==> src/rtl/instruction_fetch_pkg.sv <==
// Purpose : shared constants and types for the instruction fetch stage.
//   XLEN_DEFAULT         default datapath / PC width
//   RESET_VECTOR_DEFAULT PC value after reset
//   NOP_INST             instruction presented to decode after reset (addi x0,x0,0)
//   fetch_state_e        fetch FSM state encoding
package instruction_fetch_pkg;

    localparam int unsigned XLEN_DEFAULT         = 32;
    localparam logic [31:0] RESET_VECTOR_DEFAULT = 32'h0000_0000;
    localparam logic [31:0] NOP_INST             = 32'h0000_0013;

    typedef enum logic {
        IDLE = 1'b0,
        BUSY = 1'b1
    } fetch_state_e;

endpackage

==> src/rtl/instruction_fetch_if.sv <==
// Purpose : instruction memory request/response bundle.
//   imem_req   fetch unit -> memory  request, held until acknowledged
//   imem_addr  fetch unit -> memory  word-aligned fetch address
//   imem_ack   memory -> fetch unit  response valid (meaningful only while imem_req=1)
//   imem_rdata memory -> fetch unit  instruction word, valid with imem_ack
// Modports: master = fetch unit side, slave = memory side.
interface instruction_fetch_if #(
    parameter int unsigned XLEN = 32
);
    logic            imem_req;
    logic [XLEN-1:0] imem_addr;
    logic            imem_ack;
    logic [31:0]     imem_rdata;

    modport master (
        output imem_req,
        output imem_addr,
        input  imem_ack,
        input  imem_rdata
    );

    modport slave (
        input  imem_req,
        input  imem_addr,
        output imem_ack,
        output imem_rdata
    );
endinterface

==> src/rtl/instruction_fetch_obuf.sv <==
// Purpose : enabled output register with asynchronous active-low reset to a
//           parameterised value.
//   i_clk    clock
//   i_rst_n  asynchronous active-low reset (loads RST_VAL)
//   i_en     load enable
//   i_d      data in
//   o_q      registered data out
module instruction_fetch_obuf #(
    parameter int unsigned W       = 32,
    parameter logic [W-1:0] RST_VAL = '0
) (
    input  logic         i_clk,
    input  logic         i_rst_n,
    input  logic         i_en,
    input  logic [W-1:0] i_d,
    output logic [W-1:0] o_q
);
    logic [W-1:0] r_q;

    always_ff @(posedge i_clk or negedge i_rst_n) begin
        if (!i_rst_n) begin
            r_q <= RST_VAL;
        end else if (i_en) begin
            r_q <= i_d;
        end
    end

    assign o_q = r_q;
endmodule

==> src/rtl/instruction_fetch.sv <==
// Purpose : single-outstanding instruction fetch stage. A phase_fetch pulse in
//           IDLE issues one memory request at the current PC; the acknowledged
//           word is registered towards decode together with its address.
//   clk               CPU clock (rising edge)
//   rst_n             asynchronous active-low reset
//   phase_fetch       pulse: start one fetch (ignored while busy)
//   pc_update         pulse: load pc_target (low two bits forced to zero)
//   pc_target         redirect target
//   imem              instruction memory bundle (master side)
//   inst              fetched instruction word
//   curr_pc_fd        address of inst
//   next_pc_fd        curr_pc_fd + 4
//   stall_fetch       high while a fetch is outstanding
//   target_misaligned sticky: a redirect target with bits[1:0] != 0 was seen
module instruction_fetch
    import instruction_fetch_pkg::*;
#(
    parameter int unsigned     XLEN         = XLEN_DEFAULT,
    parameter logic [XLEN-1:0] RESET_VECTOR = XLEN'(RESET_VECTOR_DEFAULT)
) (
    input  logic                 clk,
    input  logic                 rst_n,
    input  logic                 phase_fetch,
    input  logic                 pc_update,
    input  logic [XLEN-1:0]      pc_target,
    instruction_fetch_if.master  imem,
    output logic [31:0]          inst,
    output logic [XLEN-1:0]      curr_pc_fd,
    output logic [XLEN-1:0]      next_pc_fd,
    output logic                 stall_fetch,
    output logic                 target_misaligned
);
    localparam logic [XLEN-1:0] PC_STEP = XLEN'(4);

    fetch_state_e    r_state;
    fetch_state_e    w_state_next;
    logic            w_start;
    logic            w_capture;
    logic [XLEN-1:0] r_pc;
    logic [XLEN-1:0] r_addr;
    logic            r_redirect;
    logic            r_misaligned;
    logic [XLEN-1:0] w_target_aligned;
    logic [XLEN-1:0] w_addr_plus4;

    always_ff @(posedge clk or negedge rst_n) begin
        if (!rst_n) begin
            r_state <= IDLE;
        end else begin
            r_state <= w_state_next;
        end
    end

    always_comb begin
        w_state_next = r_state;
        w_start      = 1'b0;
        w_capture    = 1'b0;
        unique case (r_state)
            IDLE: begin
                if (phase_fetch) begin
                    w_state_next = BUSY;
                    w_start      = 1'b1;
                end
            end
            BUSY: begin
                if (imem.imem_ack) begin
                    w_state_next = IDLE;
                    w_capture    = 1'b1;
                end
            end
            default: w_state_next = IDLE;
        endcase
    end

    assign w_target_aligned = {pc_target[XLEN-1:2], 2'b00};
    assign w_addr_plus4     = r_addr + PC_STEP;

    // The request address is latched separately from the PC so a redirect
    // while busy leaves the outstanding request (and its captured address)
    // untouched. r_redirect remembers such a redirect so the ack does not
    // advance the new target by 4.
    always_ff @(posedge clk or negedge rst_n) begin
        if (!rst_n) begin
            r_pc         <= RESET_VECTOR;
            r_addr       <= RESET_VECTOR;
            r_redirect   <= 1'b0;
            r_misaligned <= 1'b0;
        end else begin
            if (w_start) begin
                r_addr <= r_pc;
            end

            if (pc_update) begin
                r_pc <= w_target_aligned;
            end else if (w_capture && !r_redirect) begin
                r_pc <= r_pc + PC_STEP;
            end

            r_redirect <= (w_state_next == BUSY) && (r_redirect || pc_update);

            if (pc_update && (pc_target[1:0] != 2'b00)) begin
                r_misaligned <= 1'b1;
            end
        end
    end

    assign imem.imem_req  = (r_state == BUSY);
    assign imem.imem_addr = r_addr;
    assign stall_fetch    = (r_state == BUSY);
    assign target_misaligned = r_misaligned;

    instruction_fetch_obuf #(
        .W       (32),
        .RST_VAL (NOP_INST)
    ) u_obuf_inst (
        .i_clk   (clk),
        .i_rst_n (rst_n),
        .i_en    (w_capture),
        .i_d     (imem.imem_rdata),
        .o_q     (inst)
    );

    instruction_fetch_obuf #(
        .W       (XLEN),
        .RST_VAL (RESET_VECTOR)
    ) u_obuf_curr_pc (
        .i_clk   (clk),
        .i_rst_n (rst_n),
        .i_en    (w_capture),
        .i_d     (r_addr),
        .o_q     (curr_pc_fd)
    );

    instruction_fetch_obuf #(
        .W       (XLEN),
        .RST_VAL (RESET_VECTOR + PC_STEP)
    ) u_obuf_next_pc (
        .i_clk   (clk),
        .i_rst_n (rst_n),
        .i_en    (w_capture),
        .i_d     (w_addr_plus4),
        .o_q     (next_pc_fd)
    );
endmodule
==> src/flat_wrapper.sv <==
// flat-port wrapper written by rule: the top's interface ports become plain ports
module instruction_fetch_flat import instruction_fetch_pkg::*;
#(
    parameter int unsigned     XLEN         = XLEN_DEFAULT,
    parameter logic [XLEN-1:0] RESET_VECTOR = XLEN'(RESET_VECTOR_DEFAULT)
)
  (clk, rst_n, phase_fetch, pc_update, pc_target, inst, curr_pc_fd, next_pc_fd, stall_fetch, target_misaligned, imem_imem_req, imem_imem_addr, imem_imem_ack, imem_imem_rdata);
  instruction_fetch_if #(.XLEN(XLEN)) imem_i ();
  input  logic clk;
  input  logic rst_n;
  input  logic phase_fetch;
  input  logic pc_update;
  input  logic [XLEN-1:0] pc_target;
  output logic [31:0] inst;
  output logic [XLEN-1:0] curr_pc_fd;
  output logic [XLEN-1:0] next_pc_fd;
  output logic stall_fetch;
  output logic target_misaligned;
  output wire logic [$bits(imem_i.imem_req)-1:0] imem_imem_req;
  output wire logic [$bits(imem_i.imem_addr)-1:0] imem_imem_addr;
  input wire logic [$bits(imem_i.imem_ack)-1:0] imem_imem_ack;
  input wire logic [$bits(imem_i.imem_rdata)-1:0] imem_imem_rdata;
  assign imem_imem_req = imem_i.imem_req;
  assign imem_imem_addr = imem_i.imem_addr;
  assign imem_i.imem_ack = imem_imem_ack;
  assign imem_i.imem_rdata = imem_imem_rdata;
  instruction_fetch #(.XLEN(XLEN), .RESET_VECTOR(RESET_VECTOR)) u_core (.clk(clk), .rst_n(rst_n), .phase_fetch(phase_fetch), .pc_update(pc_update), .pc_target(pc_target), .imem(imem_i), .inst(inst), .curr_pc_fd(curr_pc_fd), .next_pc_fd(next_pc_fd), .stall_fetch(stall_fetch), .target_misaligned(target_misaligned));
endmodule
==> config.mk <==
export PLATFORM = sky130hd
export DESIGN_NAME = instruction_fetch_flat
export DESIGN_NICKNAME = d
export VERILOG_FILES = /design/src/rtl/instruction_fetch_pkg.sv /design/src/rtl/instruction_fetch_if.sv /design/src/rtl/instruction_fetch_obuf.sv /design/src/rtl/instruction_fetch.sv /design/src/flat_wrapper.sv
export SDC_FILE = /design/constraint.sdc
export NUM_CORES = 1
export LEC_CHECK = 0
export CELL_PAD_IN_SITES_DETAIL_PLACEMENT = 0
export CELL_PAD_IN_SITES_GLOBAL_PLACEMENT = 1
export CORE_MARGIN = 5
export CORE_UTILIZATION = 37
export CTS_CLUSTER_SIZE = 40
export DETAILED_ROUTE_END_ITERATION = 7
export PLACE_DENSITY_LB_ADDON = 0.15
export SYNTH_ARGS = -nofsm -noshare
export SYNTH_HDL_FRONTEND = slang
export SYNTH_SLANG_ARGS = --single-unit
==> constraint.sdc <==
create_clock -name clk -period 2.1 [get_ports clk]
set_input_delay 0.315 -clock clk [delete_from_list [all_inputs] [get_ports clk]]
set_output_delay 0.315 -clock clk [all_outputs]
set_load 0.02 [all_outputs]
Word-level counts from Yosys, hierarchy flattened
Index checks and enable logic that the tools add are counted.
Widths: inputs -> output; s select.
{"block": "op_classes", "reduce_logical": 7, "bitwise_logic": 1, "add_sub_neg": 2, "n_mux": 8}
{"operator": "$add 32x3->32 const B", "count": 2}
{"operator": "$mux 32", "count": 2}
{"operator": "$mux 1", "count": 5}
{"operator": "$reduce_bool 2->1", "count": 2}
{"operator": "$logic_and 1x1->1", "count": 3}
{"operator": "$pmux 1 s2", "count": 1}
{"operator": "$logic_not 1->1", "count": 1}
{"operator": "$logic_or 1x1->1", "count": 1}
{"operator": "$not 1->1", "count": 1}
{"block": "word_totals", "register_bits": 163, "output_inout_bits": 131, "word_cells": 26, "inputBits": 69}

Logic depth before layout (Yosys ltp)
{"block": "logic_depth", "word_depth": 5, "depth_mapped": 8, "mapped_depth_nobuf": 6}

Hierarchy
From an unflattened synthesis, not the netlist that was laid out.
{"block": "hier_totals", "hier_cells": 581, "area_unflattened_um2": 7686.1}
{"mod": "instruction_fetch", "cells_per_inst": 377, "instances": 1, "seq_area_each_um2": 1576.5, "area_each_um2": 3646.0}
{"mod": "instruction_fetch_obuf (u_core.u_obuf_inst)", "cells_per_inst": 68, "instances": 1, "seq_area_each_um2": 804.5, "area_each_um2": 1348.8}
{"mod": "instruction_fetch_obuf (u_core.u_obuf_next_pc)", "cells_per_inst": 68, "instances": 1, "seq_area_each_um2": 802.0, "area_each_um2": 1346.3}
{"mod": "instruction_fetch_obuf (u_core.u_obuf_curr_pc)", "cells_per_inst": 68, "instances": 1, "seq_area_each_um2": 800.8, "area_each_um2": 1345.0}

Worst setup path after synthesis
OpenSTA, ideal clock, no wires.
{"block": "synth_timing", "path_kind": "flip-flop to flip-flop", "startpoint": "reg u_core.r_addr[2], in the netlist u_core.imem.imem_addr[2]", "endpoint": "reg u_core.u_obuf_next_pc.r_q[20], in the netlist u_core.u_obuf_next_pc.o_q[20]", "stages_incl_launch_ff": 9, "period_less_slack_ns": 1.874, "required_time_ns": 2.017, "setup_time_ns": 0.083, "path_buffers": 2, "setup_slack_ns": 0.226, "t_arrival_ns": 1.791, "cell_sequence": "dfrtp_1 -> ha_1 -> and3_1 -> clkbuf_1 -> and4_1 -> buf_2 -> nand4_1 -> xor2_1 -> o21ai_0"}
{"block": "synth_between", "elab_chain_len": 1}
{"item": "from (decl)", "line_no": "instruction_fetch.sv:40", "text": "logic [XLEN-1:0] r_addr;"}
{"item": "from (signal assigned)", "line_no": "instruction_fetch.sv:90", "text": "r_addr <= r_pc;"}
{"item": "$add 32x3->32", "line_no": "instruction_fetch.sv:76", "text": "assign w_addr_plus4 = r_addr + PC_STEP;"}
{"item": "to (signal assigned)", "line_no": "instruction_fetch_obuf.sv:24", "text": "r_q <= i_d;"}
{"item": "to (decl)", "line_no": "instruction_fetch_obuf.sv:18", "text": "logic [W-1:0] r_q;"}
No other way between the ends.
A chain may end at the register's enable or synchronous reset.

Final worst setup path
{"block": "layout_timing", "startpoint": "reg u_core.r_state, in the netlist u_core.imem.imem_req", "endpoint": "out stall_fetch"}
{"item": "from (decl)", "line_no": "instruction_fetch.sv:35", "text": "fetch_state_e r_state;"}
{"item": "from (signal assigned)", "line_no": "instruction_fetch.sv:50", "text": "r_state <= w_state_next;"}
{"item": "to (decl)", "line_no": "flat_wrapper.sv:17", "text": "output logic stall_fetch;"}
No word-level cell between the ends.

==> impl_metrics.yaml <==
run_status:
  outcome: "complete, no violations"
clock_network:
  clk_latency_ns: 0.42
  clockBufferDepth: 2
  cts.sinks: 155
  postCtsSetupBuffers: 0
  root_buffer: "clkbuf_16"
  path_clk_slew_ns: 0.06
  cts_hold_buffers: 1
  cts_resized: 0
  numCtsBuffers: 17
  cts_tree: "done"
  h-tree-depth: 4
critical_path:
  critical_path.max_fanout: 7
  r2r_setup_slack_ns: 0.19
  cp_top_family: "buffers and inverters"
  critical_path_class: "reg2out"
  arrival_ns: 1.63
  cp_cell_sequence: "clkdlybuf4s50_1"
  cp-end-kind: "output pin"
  cp_data_required_time_ns: 1.78
  crit-reg2reg-launch: "u_core.imem.imem_req"
  cpMaxStageDelayCell: "clkdlybuf4s50_1"
  r2r-end: "u_core.r_pc[31]"
  cpPeakStageDelay_ns: 0.67
  start_kind: "flip-flop"
  reg2regPathDepth: 5
  crit_buf_inv: 1
global_route:
  overflow: 0
  grt_max_degree: 45
  grt_antenna_before_repair: 0
  grt_pass1_wl_mm: 29.73
  grt_pass1_vias: 5246
  track_usage_pct: 17.45
logic_synthesis:
  synth_ff_type: "dfrtp_1"
  ys_types: 36
  syn_inst: 572
  postSynth.asyncResetShare_pct: 100.0
  synth_area_leader_cell: "dfrtp_1"
  synth_top_area_share_pct: 55.25
  ys_seq_elements: 155
  yosys_warnings: 0
  ys_seq_area_share_pct: 56.79
  avgSynthCellArea_um2: 11.96
  synthTopCellsByArea: "dfrtp_1 55%, mux2_2 16%, xor2_1 5.0%"
  synth_edf_count: 0
  synth_area_um2: 6839
floorplan:
  rows: 49
  initial_utilization_pct: 37.81
  die_y_um: 146.0
  coreArea_um2: 18090
  die_x_um: 146.0
  ios: 200
  dieArea_um2: 21300
pwr:
  power_density_nw_per_um2: 1205
  peakVddDrop_uv: 597.7
  leakage_nw: 4.149
drt:
  drt-pass1-iter-count: 4
  drc: 0
  drt_iter0_markers: 243
  wl_per_cell_um: 17.25
  routed_wl_mm: 17.84
  via_per_inst: 4.843
  vias: 5008
  ant_nets: 0
placed_design:
  place.gp.congestion: 0.8100
  hpwlAfterDp_mm: 13.56
  port_buffers: 193
  dp.cells: 1001
final_layout:
  final_cells: 1034
  postLayoutCoreUtil_pct: 54.70
  diodes: 0
  area_growth_pct: 44.66
  drive_gt1_share_pct: 22.24
  nNetsFinal: 863
timing:
  maxSlewViolCount: 0
  clock.fmax_mhz: 515.4
  hold_viol_final: 0
  fin_skew_ns: 0.007690
  setup_viol: 0
  fin_crit_ns: 1.940
  rsz0062_at_grt: "false"
  tns_ns: 0
  fin_crit_sh_pct: 92.39
min_path:
  hold_class: "in2async"
flow_run:
  cap_violations: 0
-- stage by stage --
| step | cell area, um^2 | power (mW) | hold slack, ns | setup WS, ns |
|---|---|---|---|---|
| finish | 9893 | 11.93 | 0.3797 | 0.1597 |
| global placement | 9271 | 8.809 | 0.2748 | -0.1804 |
| CTS | 9893 | 12.09 | 0.3914 | 0.1195 |
| floorplan | 6858 | 6.455 | 0.01941 | 0.2262 |
| global route | 9893 | 12.55 | 0.4218 | 0.001671 |
| detailed placement | 9271 | 8.914 | 0.2795 | -0.2142 |
-- where the power goes --
group          internal (mW)  switching [mW]  leakage, nW
clock network           1.96            1.18        0.295
logic                   2.22            2.08         1.98
registers               3.84           0.652         1.87
total                   8.02            3.91         4.15
-- cells by family (layout without fill, tap and decap cells) --
family	Yosys count	in the layout	synth area share (%)
compound gates	62	62	4.647
xor+xnor	55	55	7.044
fa+ha+maj	2	2	0.3658
buf+inv	42	270	2.781
flops	155	155	56.79
mux	96	96	15.79
other cells	1	6	0.05483
simple gates	159	159	12.53
-- per-layer routing --
| metal | vias to the layer above | global-route usage, % | routed length [um] |
|---|---|---|---|
| met5 | - | 0 | 0 |
| met4 | 0 | 6.173 | 350 |
| met3 | 27 | 4.547 | 1096 |
| met2 | 156 | 27.05 | 8169 |
| met1 | 2403 | 23.77 | 8221 |
| li1 | 2422 | - | - |
-- cell usage in the layout (no fill, tap or decap), drive strengths merged --
cell           Yosys  routed
buf               12      40
a31oi              2       2
inv                5       6
nor4b              1       1
clkbuf            25      21
nor2               7       7
o21a               1       1
mux2i              1       1
nand3b             1       1
nand3             26      26
nand2             73      73
nand4b             1       1
nand2b             1       1
clkinv             0       4
ha                 2       2
xnor2             16      16
o21ai             58      58
nand4             18      18
dfstp              4       4
and3              10      10
and4               8       8
and4b              1       1
dfrtp            151     151
nor3b              1       1
nor3               5       5
or3                2       2
conb               1       6
mux2              95      95
bufinv             0       3
a21o               1       1
dlygate4sd3        0       1
xor2              39      39
clkdlybuf4s50      0     192
nor4               3       3
clkinvlp           0       3
nor2b              1       1
-- area by class of cell --
class	count	area (um^2)
flip-flops and latches	155	3884
fillers	1529	8193
clock inverters	11	141.4
clock buffers	21	470.5
inverters	5	18.77
multi-input cells	380	2794
well taps	229	286.5
repair buffers	233	2298
-- registers in the layout (all words and copies together), names as in the netlist --
name and cells:
u_core.u_obuf_curr_pc.o_q 30, u_core.u_obuf_inst.o_q 32, u_core.u_obuf_next_pc.o_q 30, u_core.r_redirect 1, u_core.imem.imem_addr 30, u_core.target_misaligned 1, u_core.imem.imem_req 1, u_core.r_pc 30
-- synth_stat cells (2+ instances only) --
cell,n
o21ai_0,58
mux2_2,95
and4_1,8
nor4_4,2
nand3_1,25
dfrtp_1,151
nand4_1,17
nand2_1,73
xnor2_1,16
nor3_1,4
buf_4,7
or3_1,2
buf_2,5
inv_1,5
a31oi_1,2
xor2_1,39
ha_1,2
dfstp_2,4
and3_1,10
nor2_1,7
clkbuf_1,25
-- how the worst max path moves through the flow --
stage                                               end                startpoint  slack [ns]  depth (start not counted)
after CTS                                   stall_fetch      u_core.imem.imem_req        0.12                          1
after detailed placement                u_core.r_pc[31]             imem_imem_ack       -0.21                          6
final                                       stall_fetch      u_core.imem.imem_req        0.16                          1
after global placement                  u_core.r_pc[31]             imem_imem_ack       -0.18                          6
after floorplan           u_core.u_obuf_next_pc.o_q[20]  u_core.imem.imem_addr[2]        0.23                          8
after global routing      u_core.u_obuf_next_pc.o_q[26]  u_core.imem.imem_addr[2]       0.002                          6
Note: power is estimated with default switching activity, not from simulation.
